## config.mk

```make
export PLATFORM = sky130hd
export DESIGN_NAME = seq_pattern_det
export DESIGN_NICKNAME = d
export VERILOG_FILES = /design/src/rtl/seq_det_pkg.sv /design/src/rtl/sat_counter.sv /design/src/rtl/seq_pattern_det.sv
export SDC_FILE = /design/constraint.sdc
export NUM_CORES = 1
export LEC_CHECK = 0
export ABC_AREA = 1
export BUFFER_PORTS_ARGS = -buffer_cell sky130_fd_sc_hd__buf_2
export CAP_MARGIN = 20
export CORE_UTILIZATION = 50
export DETAILED_ROUTE_END_ITERATION = 10
export PLACE_DENSITY = 0.75
export SLEW_MARGIN = 0
export SYNTH_ARGS = -nofsm -noshare
export SYNTH_HDL_FRONTEND = slang
export SYNTH_SLANG_ARGS = --single-unit
```

## constraint.sdc

```tcl
create_clock -name clk -period 2 [get_ports clk]
set_clock_uncertainty 0.2 [all_clocks]
set_input_delay 0.3 -clock clk [delete_from_list [all_inputs] [get_ports clk]]
set_output_delay 0.3 -clock clk [all_outputs]
set_load 0.02 [all_outputs]
```

## src/rtl/seq_det_pkg.sv

```systemverilog
// Shared constants, state type and parameter checks for the serial
// pattern detector family.
package seq_det_pkg;

    localparam logic MODE_NONOVL = 1'b0;
    localparam logic MODE_OVL    = 1'b1;

    typedef enum logic {
        ST_FILLING = 1'b0,
        ST_ARMED   = 1'b1
    } det_state_e;

    function automatic bit pat_w_legal(input int w);
        return (w >= 2) && (w <= 32);
    endfunction

endpackage

```

## src/rtl/sat_counter.sv

```systemverilog
// Saturating up-counter with synchronous clear; clear beats increment.
module sat_counter #(
    parameter int COUNT_W = 8
) (
    input  logic               clk,
    input  logic               rstn,
    input  logic               clr,
    input  logic               inc,
    output logic [COUNT_W-1:0] count
);

    logic [COUNT_W-1:0] count_reg;

    always_ff @(posedge clk) begin
        if (!rstn) begin
            count_reg <= '0;
        end else if (clr) begin
            count_reg <= '0;
        end else if (inc && (count_reg != {COUNT_W{1'b1}})) begin
            count_reg <= count_reg + COUNT_W'(1);
        end
    end

    assign count = count_reg;

endmodule

```

## src/rtl/seq_pattern_det.sv

```systemverilog
// Run-time programmable serial pattern detector with don't-care mask,
// overlap / non-overlap modes, registered match pulse and match counter.
module seq_pattern_det
    import seq_det_pkg::*;
#(
    parameter int PAT_W   = 3,
    parameter int COUNT_W = 8
) (
    input  logic               clk,
    input  logic               rstn,
    input  logic               cfg_load,
    input  logic [PAT_W-1:0]   cfg_pattern,
    input  logic [PAT_W-1:0]   cfg_mask,
    input  logic               cfg_overlap,
    input  logic               in_valid,
    input  logic               in,
    input  logic               cnt_clr,
    output logic               out,
    output logic [COUNT_W-1:0] match_cnt,
    output logic               hist_full
);

    localparam int FILL_W = $clog2(PAT_W + 1);
    localparam logic [FILL_W-1:0] FILL_MAX = FILL_W'(PAT_W);

    if (!pat_w_legal(PAT_W)) begin : g_bad_pat_w
        $error("seq_pattern_det: PAT_W must be in 2..32");
    end

    logic [PAT_W-1:0]  pat_q;
    logic [PAT_W-1:0]  mask_q;
    logic              ovl_q;
    logic [PAT_W-1:0]  hist_reg, hist_next;
    logic [FILL_W-1:0] fill_reg, fill_next;
    logic              out_reg, out_next;
    logic              match;
    logic [PAT_W-1:0]  shifted;
    logic [FILL_W-1:0] fill_inc;
    det_state_e        state;

    always_ff @(posedge clk) begin
        if (!rstn) begin
            pat_q    <= '0;
            mask_q   <= '1;
            ovl_q    <= MODE_OVL;
            hist_reg <= '0;
            fill_reg <= '0;
            out_reg  <= 1'b0;
        end else begin
            if (cfg_load) begin
                pat_q  <= cfg_pattern;
                mask_q <= cfg_mask;
                ovl_q  <= cfg_overlap;
            end
            hist_reg <= hist_next;
            fill_reg <= fill_next;
            out_reg  <= out_next;
        end
    end

    always_comb begin
        hist_next = hist_reg;
        fill_next = fill_reg;
        out_next  = 1'b0;
        match     = 1'b0;
        shifted   = {hist_reg[PAT_W-2:0], in};
        fill_inc  = (fill_reg == FILL_MAX) ? fill_reg : fill_reg + FILL_W'(1);

        if (cfg_load) begin
            // A bit arriving with a config load is discarded along with the history.
            hist_next = '0;
            fill_next = '0;
        end else if (in_valid) begin
            match    = (fill_inc == FILL_MAX) && (((shifted ^ pat_q) & mask_q) == '0);
            out_next = match;
            if (match && (ovl_q == MODE_NONOVL)) begin
                hist_next = '0;
                fill_next = '0;
            end else begin
                hist_next = shifted;
                fill_next = fill_inc;
            end
        end
    end

    assign state     = (fill_reg == FILL_MAX) ? ST_ARMED : ST_FILLING;
    assign hist_full = (state == ST_ARMED);
    assign out       = out_reg;

    sat_counter #(
        .COUNT_W(COUNT_W)
    ) u_match_cnt (
        .clk  (clk),
        .rstn (rstn),
        .clr  (cnt_clr),
        .inc  (match),
        .count(match_cnt)
    );

endmodule

```

### Yosys cells after proc, flatten, opt, wreduce, memory -nomap -nowiden

Index checks and enable logic that the tools add are counted.

* register bits: 20
* input port bits: 13
* output and inout port bits: 10
* logic and storage cells: 28

* $add $sub $neg: 2
* equal/unequal tests: 3
* multiplexer cells: 6
* bitwise gates (word level): 4
* reduce and logical (&&, ||, !) cells: 6

Operators with widths (number)
* $add 8x1->8 const B: 1
* $ne 8x8->1 const B: 1
* $mux 2: 3
* $eq 2x2->1 const B: 2
* $reduce_or 2->1: 2
* $and 3x3->3: 1
* $logic_and 1x1->1: 3
* $logic_not 3->1: 1
* $mux 1: 3
* $xor 3x3->3: 1
* $add 2x1->2 const B: 1
* $not 1->1: 2

### Logic depth before layout (Yosys ltp)

Gate-level depths: netlist of the first run.

* depth after elaboration: 7
* mapped depth: 10
* mapped depth without buffers: 10

### Hierarchy

A second synthesis of the first run with hierarchy kept.

* cells, all modules: 144
* area total of the unflattened synthesis: 967.2 um^2

By module, submodules not included
* seq_pattern_det: instances 1, cells an instance 72, area an instance 504.2 um^2, seq. area each 240.2 um^2
* sat_counter: instances 1, cells an instance 72, area an instance 462.9 um^2, seq. area each 160.2 um^2

### Worst setup path after synthesis of the first run

OpenSTA, ideal clock, no wires.

* path type: register -> register
* start point: register u_match_cnt.count_reg[1], in the netlist u_match_cnt.count[1]
* end point: register u_match_cnt.count_reg[5], in the netlist u_match_cnt.count[5]
* library setup time: 0.116 ns
* arrival: 1.311 ns
* data required time: 1.684 ns
* path slack: 0.373 ns
* stages on the path, launching flop included: 11
* period minus slack after synthesis: 1.627 ns
* path through: dfxtp_1 -> ha_1 -> nand2_2 -> nor2_4 -> nand2_4 -> nand2_2 -> inv_1 -> nand3_1 -> nand2_1 -> nand2_1 -> nor2_1

* longest elaborated chain between the ends: 2
* elaborated cells between the ends (all ways): 3
* classes of those cells: add/sub (1); eq/ne (1); reduce/logical (1)

Ends and longest elaborated chain
* start: declaration: RTL line sat_counter.sv:12 `logic [COUNT_W-1:0] count_reg;`
* start signal: assignment: RTL line sat_counter.sv:20 `count_reg <= count_reg + COUNT_W'(1);`
* parallel branches: the longest is 2 deep, another holds $add 8x1->8

Several ways; the timed one is not identified.
A chain may end at the register's enable or synchronous reset.

### Worst setup path after layout of the first run

Ends and elaborated chain as after synthesis.

==> results.cfg, run 1 <==
[critical_path]
endpoint_kind = register
worst-path-buf-inv = 1
cpLargestDelayFamily = simple AND/OR/NAND/NOR gates
cp_cell_sequence = ha_1, nand2_2, nor2_4, nand2_4, nand2_2, inv_1, nand3_1, nand2_1, nand2_1, nor2_1
worstPathArrival_ns = 1.61
slowest_delay_ns = 0.40
cp_slowest_cell = dfxtp_1
crit_path_start_kind = register
crit_fanout = 6
critical_path_class = reg -> reg
worstPathRequired_ns = 2.01

[timing]
whs_ns = 0.00383
worst_slack_ns = 0.399
fin_setup_tns_ns = 0
tightest_slew_ns = 0.537
hold_viol = 0
finalCritPeriodShare_pct = 80.0
max_freq_mhz = 625
min_period_ns = 1.60
setup-violations-final = 0
rsz0062_at_grt = false
drv_slew = 0
relSlewSlack_pct = 64.1

[yosys]
synth_fp_nets = 155
synth_xor_xnor_area_share_pct = 2.56
syn_inst = 141
synth_edf_count = 0
synth-adder-area-share_pct = 1.22
synth-compound-area-share_pct = 7.55
synth_mux_area_share_pct = 0
synthArstFlopShare_pct = 0
synthDistinctLibCells = 23
ys_seq_elements = 20
post_synth.cell_area_avg_sq_um = 7.29
synth-main-ff-cell = dfxtp_1
synth_top_family_by_area = simple AND/OR/NAND/NOR gates
yosysWarnings = 0
yosysSeqAreaShare_pct = 39.0
synthSimpleGateAreaFrac_pct = 40.6
synth_area_sq_um = 1030

[cells_and_area]
antenna_cells = 0
largest_register_ffs = 8
area_delta_synth_final_pct = 16.9
layout.nets = 181
layout_common_cells = nand2_1, buf_2, dfxtp_1
final_layout_size_suffix_gt1_share_pct = 27.7
final_common_cell = nand2_1

[floorplanning]
io-pin-count = 23
core_sq_um = 1940
initial_utilization_pct = 52.9
dieHeight_um = 47.3
num_rows = 16
die_x_um = 47.3
dieArea_sq_um = 2240

[placed_design]
place_ws_ns = 0.336
dp_hpwl_um = 1470
gp_congestion = 0.884
port_buffers = 22

[clocking]
hold_buffers = 2
clk_latency_ns = 0.31
cts_root_buf = clkbuf_4
cts_tree = yes
postCtsSetupBuffers = 0
cts_buffer_depth = 2
post_cts_resized = 0
htreeDepth = 1
cts_made_buffers = 3
clock_sinks = 20
clkTransAtPathRegs_ns = 0.11

[power]
p_leak_nw = 0.558
peakVddDrop_mv = 0.436
power_mw = 0.726
powerDensity_nw_per_um2 = 605

[detailed_routing]
ant_nets = 0
viasPerCell = 4.99
drc = 0
wire_per_inst_um = 10.6
finalWirelength_um = 2050
drt_iter0_markers = 28
dr.pass1.iters = 5
vias = 964

[min_path]
hold_path.class = in -> reg

[global_route]
grt_overflow_total = 0
antenna_found_initial = 0
grt_max_degree = 12
track_usage_pct = 20.7
first_global_vias = 791
grt_pass1_wl_um = 3220

[outcome]
outcome = finished clean

[job]
drv_cap = 0
tightest hold or removal path, stage by stage:
cell and delay, ns:
buf_2 0.07, nand2_1 0.04, nand3_1 0.07
per-stage QoR:
step / util (%) / area (sq um) / cells
final: 61.9 / 1200 / 193
after detailed placement: 59.0 / 1140 / 187
after CTS: 61.9 / 1200 / 193
after global placement: 59.0 / 1140 / 187
after floorplan: - / 1030 / 141
after global routing: 61.9 / 1200 / 193
cells by family after synthesis:
logic type | Yosys count
flip-flops | 20
AND/OR/NAND/NOR | 81
adder cells (fa/ha/maj) | 1
buffers and inverters | 21
AO/OA/AOI/OAI | 15
XOR/XNOR | 3
Yosys cell counts, types with 2 or more instances:
cell | number | share of area, %
nand4_1 | 7 | 4.3
nor2_1 | 14 | 5.1
dfxtp_1 | 20 | 39
nand2_2 | 4 | 2.4
nand2_1 | 34 | 12
nor2_4 | 2 | 2.2
xor2_1 | 3 | 2.6
nand3_2 | 5 | 4.9
a21oi_1 | 9 | 4.4
nor2_2 | 4 | 2.4
o21ai_0 | 5 | 2.4
inv_2 | 3 | 1.1
nand2_4 | 2 | 2.2
nor3_1 | 2 | 0.97
inv_1 | 14 | 5.1
nand3_1 | 6 | 2.9
layout make-up:
type | instances | area, sq um
Timing Repair Buffer | 24 | 130
Inverter | 18 | 67.6
Tap cell | 27 | 33.8
Sequential cell | 20 | 400
Clock buffer | 4 | 36.3
Multi-Input combinational cell | 100 | 533
Fill cell | 189 | 741
path summary, 6_finish.rpt:
| check | from | endpoint | slack (ns) | cells past startpoint |
|---|---|---|---|---|
| worst max-delay path | u_match_cnt.count[1]$_SDFFE_PP0P_ | u_match_cnt.count[5]$_SDFFE_PP0P_ | 0.40 | 10 |
| worst min-delay path | cfg_mask[2] | mask_q[2]$_SDFFE_PN1P_ | 0.004 | 3 |
| worst max register to register | u_match_cnt.count[1]$_SDFFE_PP0P_ | u_match_cnt.count[5]$_SDFFE_PP0P_ | 0.40 | 10 |
| worst min register to register | pat_q[1]$_SDFFE_PN0P_ | pat_q[1]$_SDFFE_PN0P_ | 0.28 | 2 |
report_power, final:
| part | leakage, nW | internal, mW | switching (mW) | total [mW] |
|---|---|---|---|---|
| clock network | 0.0210 | 0.111 | 0.126 | 0.238 |
| logic | 0.373 | 0.0275 | 0.0425 | 0.0700 |
| registers | 0.163 | 0.411 | 0.00768 | 0.419 |
| total | 0.558 | 0.550 | 0.177 | 0.726 |
metal layers:
metal  share of wire, %  global-route usage (%)  up-vias
li1                   -                       -      501
met1                 42                    24.7      421
met2                 51                    35.1       39
met3                5.6                    4.62        3
met4               0.83                    9.71        0
met5                  0                       0        -
(Power assumes the default switching activity.)
==> inputs of run 2 (changes only) <==
clock period = 1.5 ns   (was 2 ns; I/O delays follow)
==> run 2 against run 1 <==
The run now ends with hold timing left. Clock power increased by 12%. Worst hold slack got worse by 0.010 ns. Clock-buffer cell count decreased by 1. Critical path depth unchanged. Utilization increased by 9.1 points. Critical path type unchanged. Critical endpoint is now u_match_cnt.count[7]$_SDFFE_PP0P_. Largest cell class unchanged. Highest routed layer unchanged.
==> results.cfg, run 2 (same netlist as run 1, synthesis figures left out) <==
[clocking]
htreeDepth = 1
cts_tree = yes
clkTransAtPathRegs_ns = 0.11
cts_made_buffers = 3
clk_latency_ns = 0.31
cts_buffer_depth = 2
cts_root_buf = clkbuf_4
clock_sinks = 20

[floorplanning]
initial_utilization_pct = 52.9
die_x_um = 47.3
core_sq_um = 1940
dieHeight_um = 47.3
num_rows = 16
io-pin-count = 23
dieArea_sq_um = 2240

[detailed_routing]
finalWirelength_um = 2220
drt_iter0_markers = 11
dr.pass1.iters = 4
wire_per_inst_um = 10.8
vias = 1003
ant_nets = 0
drc = 0
viasPerCell = 4.87

[global_route]
grt_max_degree = 12
grt_pass1_wl_um = 3220
track_usage_pct = 20.5
first_global_vias = 861
antenna_found_initial = 0
grt_overflow_total = 0

[cells_and_area]
largest_register_ffs = 8
antenna_cells = 0
layout_common_cells = nand2_1, buf_2, nor2_1
area_delta_synth_final_pct = 34.1
n_fill_cell = 166
layout.nets = 194
final_common_cell = nand2_1
multi_input_area_sq_um = 587
final_util_pct = 70.9
final_layout_size_suffix_gt1_share_pct = 41.3
seqCellArea_sq_um = 418

[timing]
setup-violations-final = 0
worst_slack_ns = 0.0363
tightest_slew_ns = 0.385
fin_setup_tns_ns = 0
max_freq_mhz = 683
finalCritPeriodShare_pct = 97.6
hold_viol = 1
drv_slew = 0
relSlewSlack_pct = 74.1
rsz0062_at_grt = true
min_period_ns = 1.46
whs_ns = -0.00660

[placed_design]
place_ws_ns = 0.00330
gp_congestion = 0.877
port_buffers = 22
dp_hpwl_um = 1510

[critical_path]
critical_path_class = reg -> reg
endpoint_kind = register
worstPathArrival_ns = 1.51
crit_fanout = 6
worstPathRequired_ns = 1.54
crit_path_start_kind = register
cp_slowest_cell = dfxtp_2
slowest_delay_ns = 0.35
cp_cell_sequence = inv_2, nand2_2, nand3_2, nand2_2, nor2_4, buf_12, nand2_4, nor2_2, nor2_1, nor2_1

[job]
drv_cap = 0

[power]
peakVddDrop_mv = 0.565
netSwitchingPower_mw = 0.242
p_leak_nw = 0.641
swShare_pct = 25.8
p_int_mw = 0.696
power_frac_seq_pct = 59.4
powerDensity_nw_per_um2 = 681
power_mw = 0.939
clkPwrFrac_pct = 28.3
combinationalPowerShare_pct = 12.3

[min_path]
hold_path.class = in -> reg

[outcome]
outcome = finished with violations
violations = hold timing
[run 2: cell types whose count changed in the layout (fill, tap and decap cells not counted), moves of 2 or more]
cell,delta
nand2_1,-2
nand2_4,+2
dlygate4sd3_1,+2
buf_4,+10
dfxtp_1,-10
dfxtp_4,+2
inv_2,+2
inv_1,-2
dfxtp_2,+8
[run 2: power by group through the flow]
| stage | logic (mW) | registers (mW) | clock network, mW |
|---|---|---|---|
| after floorplan | 0.0623 | 0.565 | 0 |
| after global placement | 0.0947 | 0.566 | 0 |
| after detailed placement | 0.0972 | 0.567 | 0 |
| after CTS | 0.105 | 0.555 | 0.264 |
| after global routing | 0.128 | 0.560 | 0.299 |
| final | 0.116 | 0.557 | 0.266 |
[run 2: final cells by class]
type	instances	share of cell area [%]
clock inverters	1	0.272
inverters	18	4.90
multi-input cells	100	42.6
clock buffers	3	1.63
flip-flops and latches	20	30.3
repair buffers	37	17.8
well taps	27	2.45
[run 2: path summary, 6_finish.rpt]
path	from	endpoint	slack [ns]	cells after the start
min	rstn	out$_SDFF_PN0_	-0.007	3
max	hist_reg[0]$_SDFFE_PP0P_	u_match_cnt.count[7]$_SDFFE_PP0P_	0.04	10
max reg2reg	hist_reg[0]$_SDFFE_PP0P_	u_match_cnt.count[7]$_SDFFE_PP0P_	0.04	10
min reg2reg	pat_q[0]$_SDFFE_PN0P_	pat_q[0]$_SDFFE_PN0P_	0.27	2
[run 2: stage by stage]
stage | instance area (sq um) | hold slack, ns | std cells
finish | 1380 | -0.00660 | 206
CTS | 1300 | 0.000912 | 203
floorplan | 1040 | 0.109 | 141
global placement | 1200 | 0.235 | 192
global route | 1380 | -0.00478 | 206
detailed placement | 1200 | 0.240 | 192
[run 2: what timing repair did]
item / 4_1_cts / 5_1_grt
hold buffers: 4 / 0
gates cloned: 0 / 0
resized for setup: 2 / 18
buffers inserted: 3 / 3
hold endpoints to repair: 4 / 0
setup endpoints to repair: 2 / 11
pin swaps: 1 / 15
[run 2: metal layers]
layer | vias up | share of wire, % | wire length, um | track usage (%)
met2 | 25 | 50 | 1120 | 37.8
li1 | 530 | - | - | -
met1 | 442 | 44 | 974 | 22.5
met5 | - | 0 | 0 | 0
met4 | 0 | 2.3 | 52 | 9.14
met3 | 6 | 3.2 | 71 | 3.46
[run 2: critical path: cells and delay by family (launching register included)]
family | cells | cell delay [ns]
buf+inv | 2 | 0.21
flops | 1 | 0.35
simple gates | 8 | 0.63
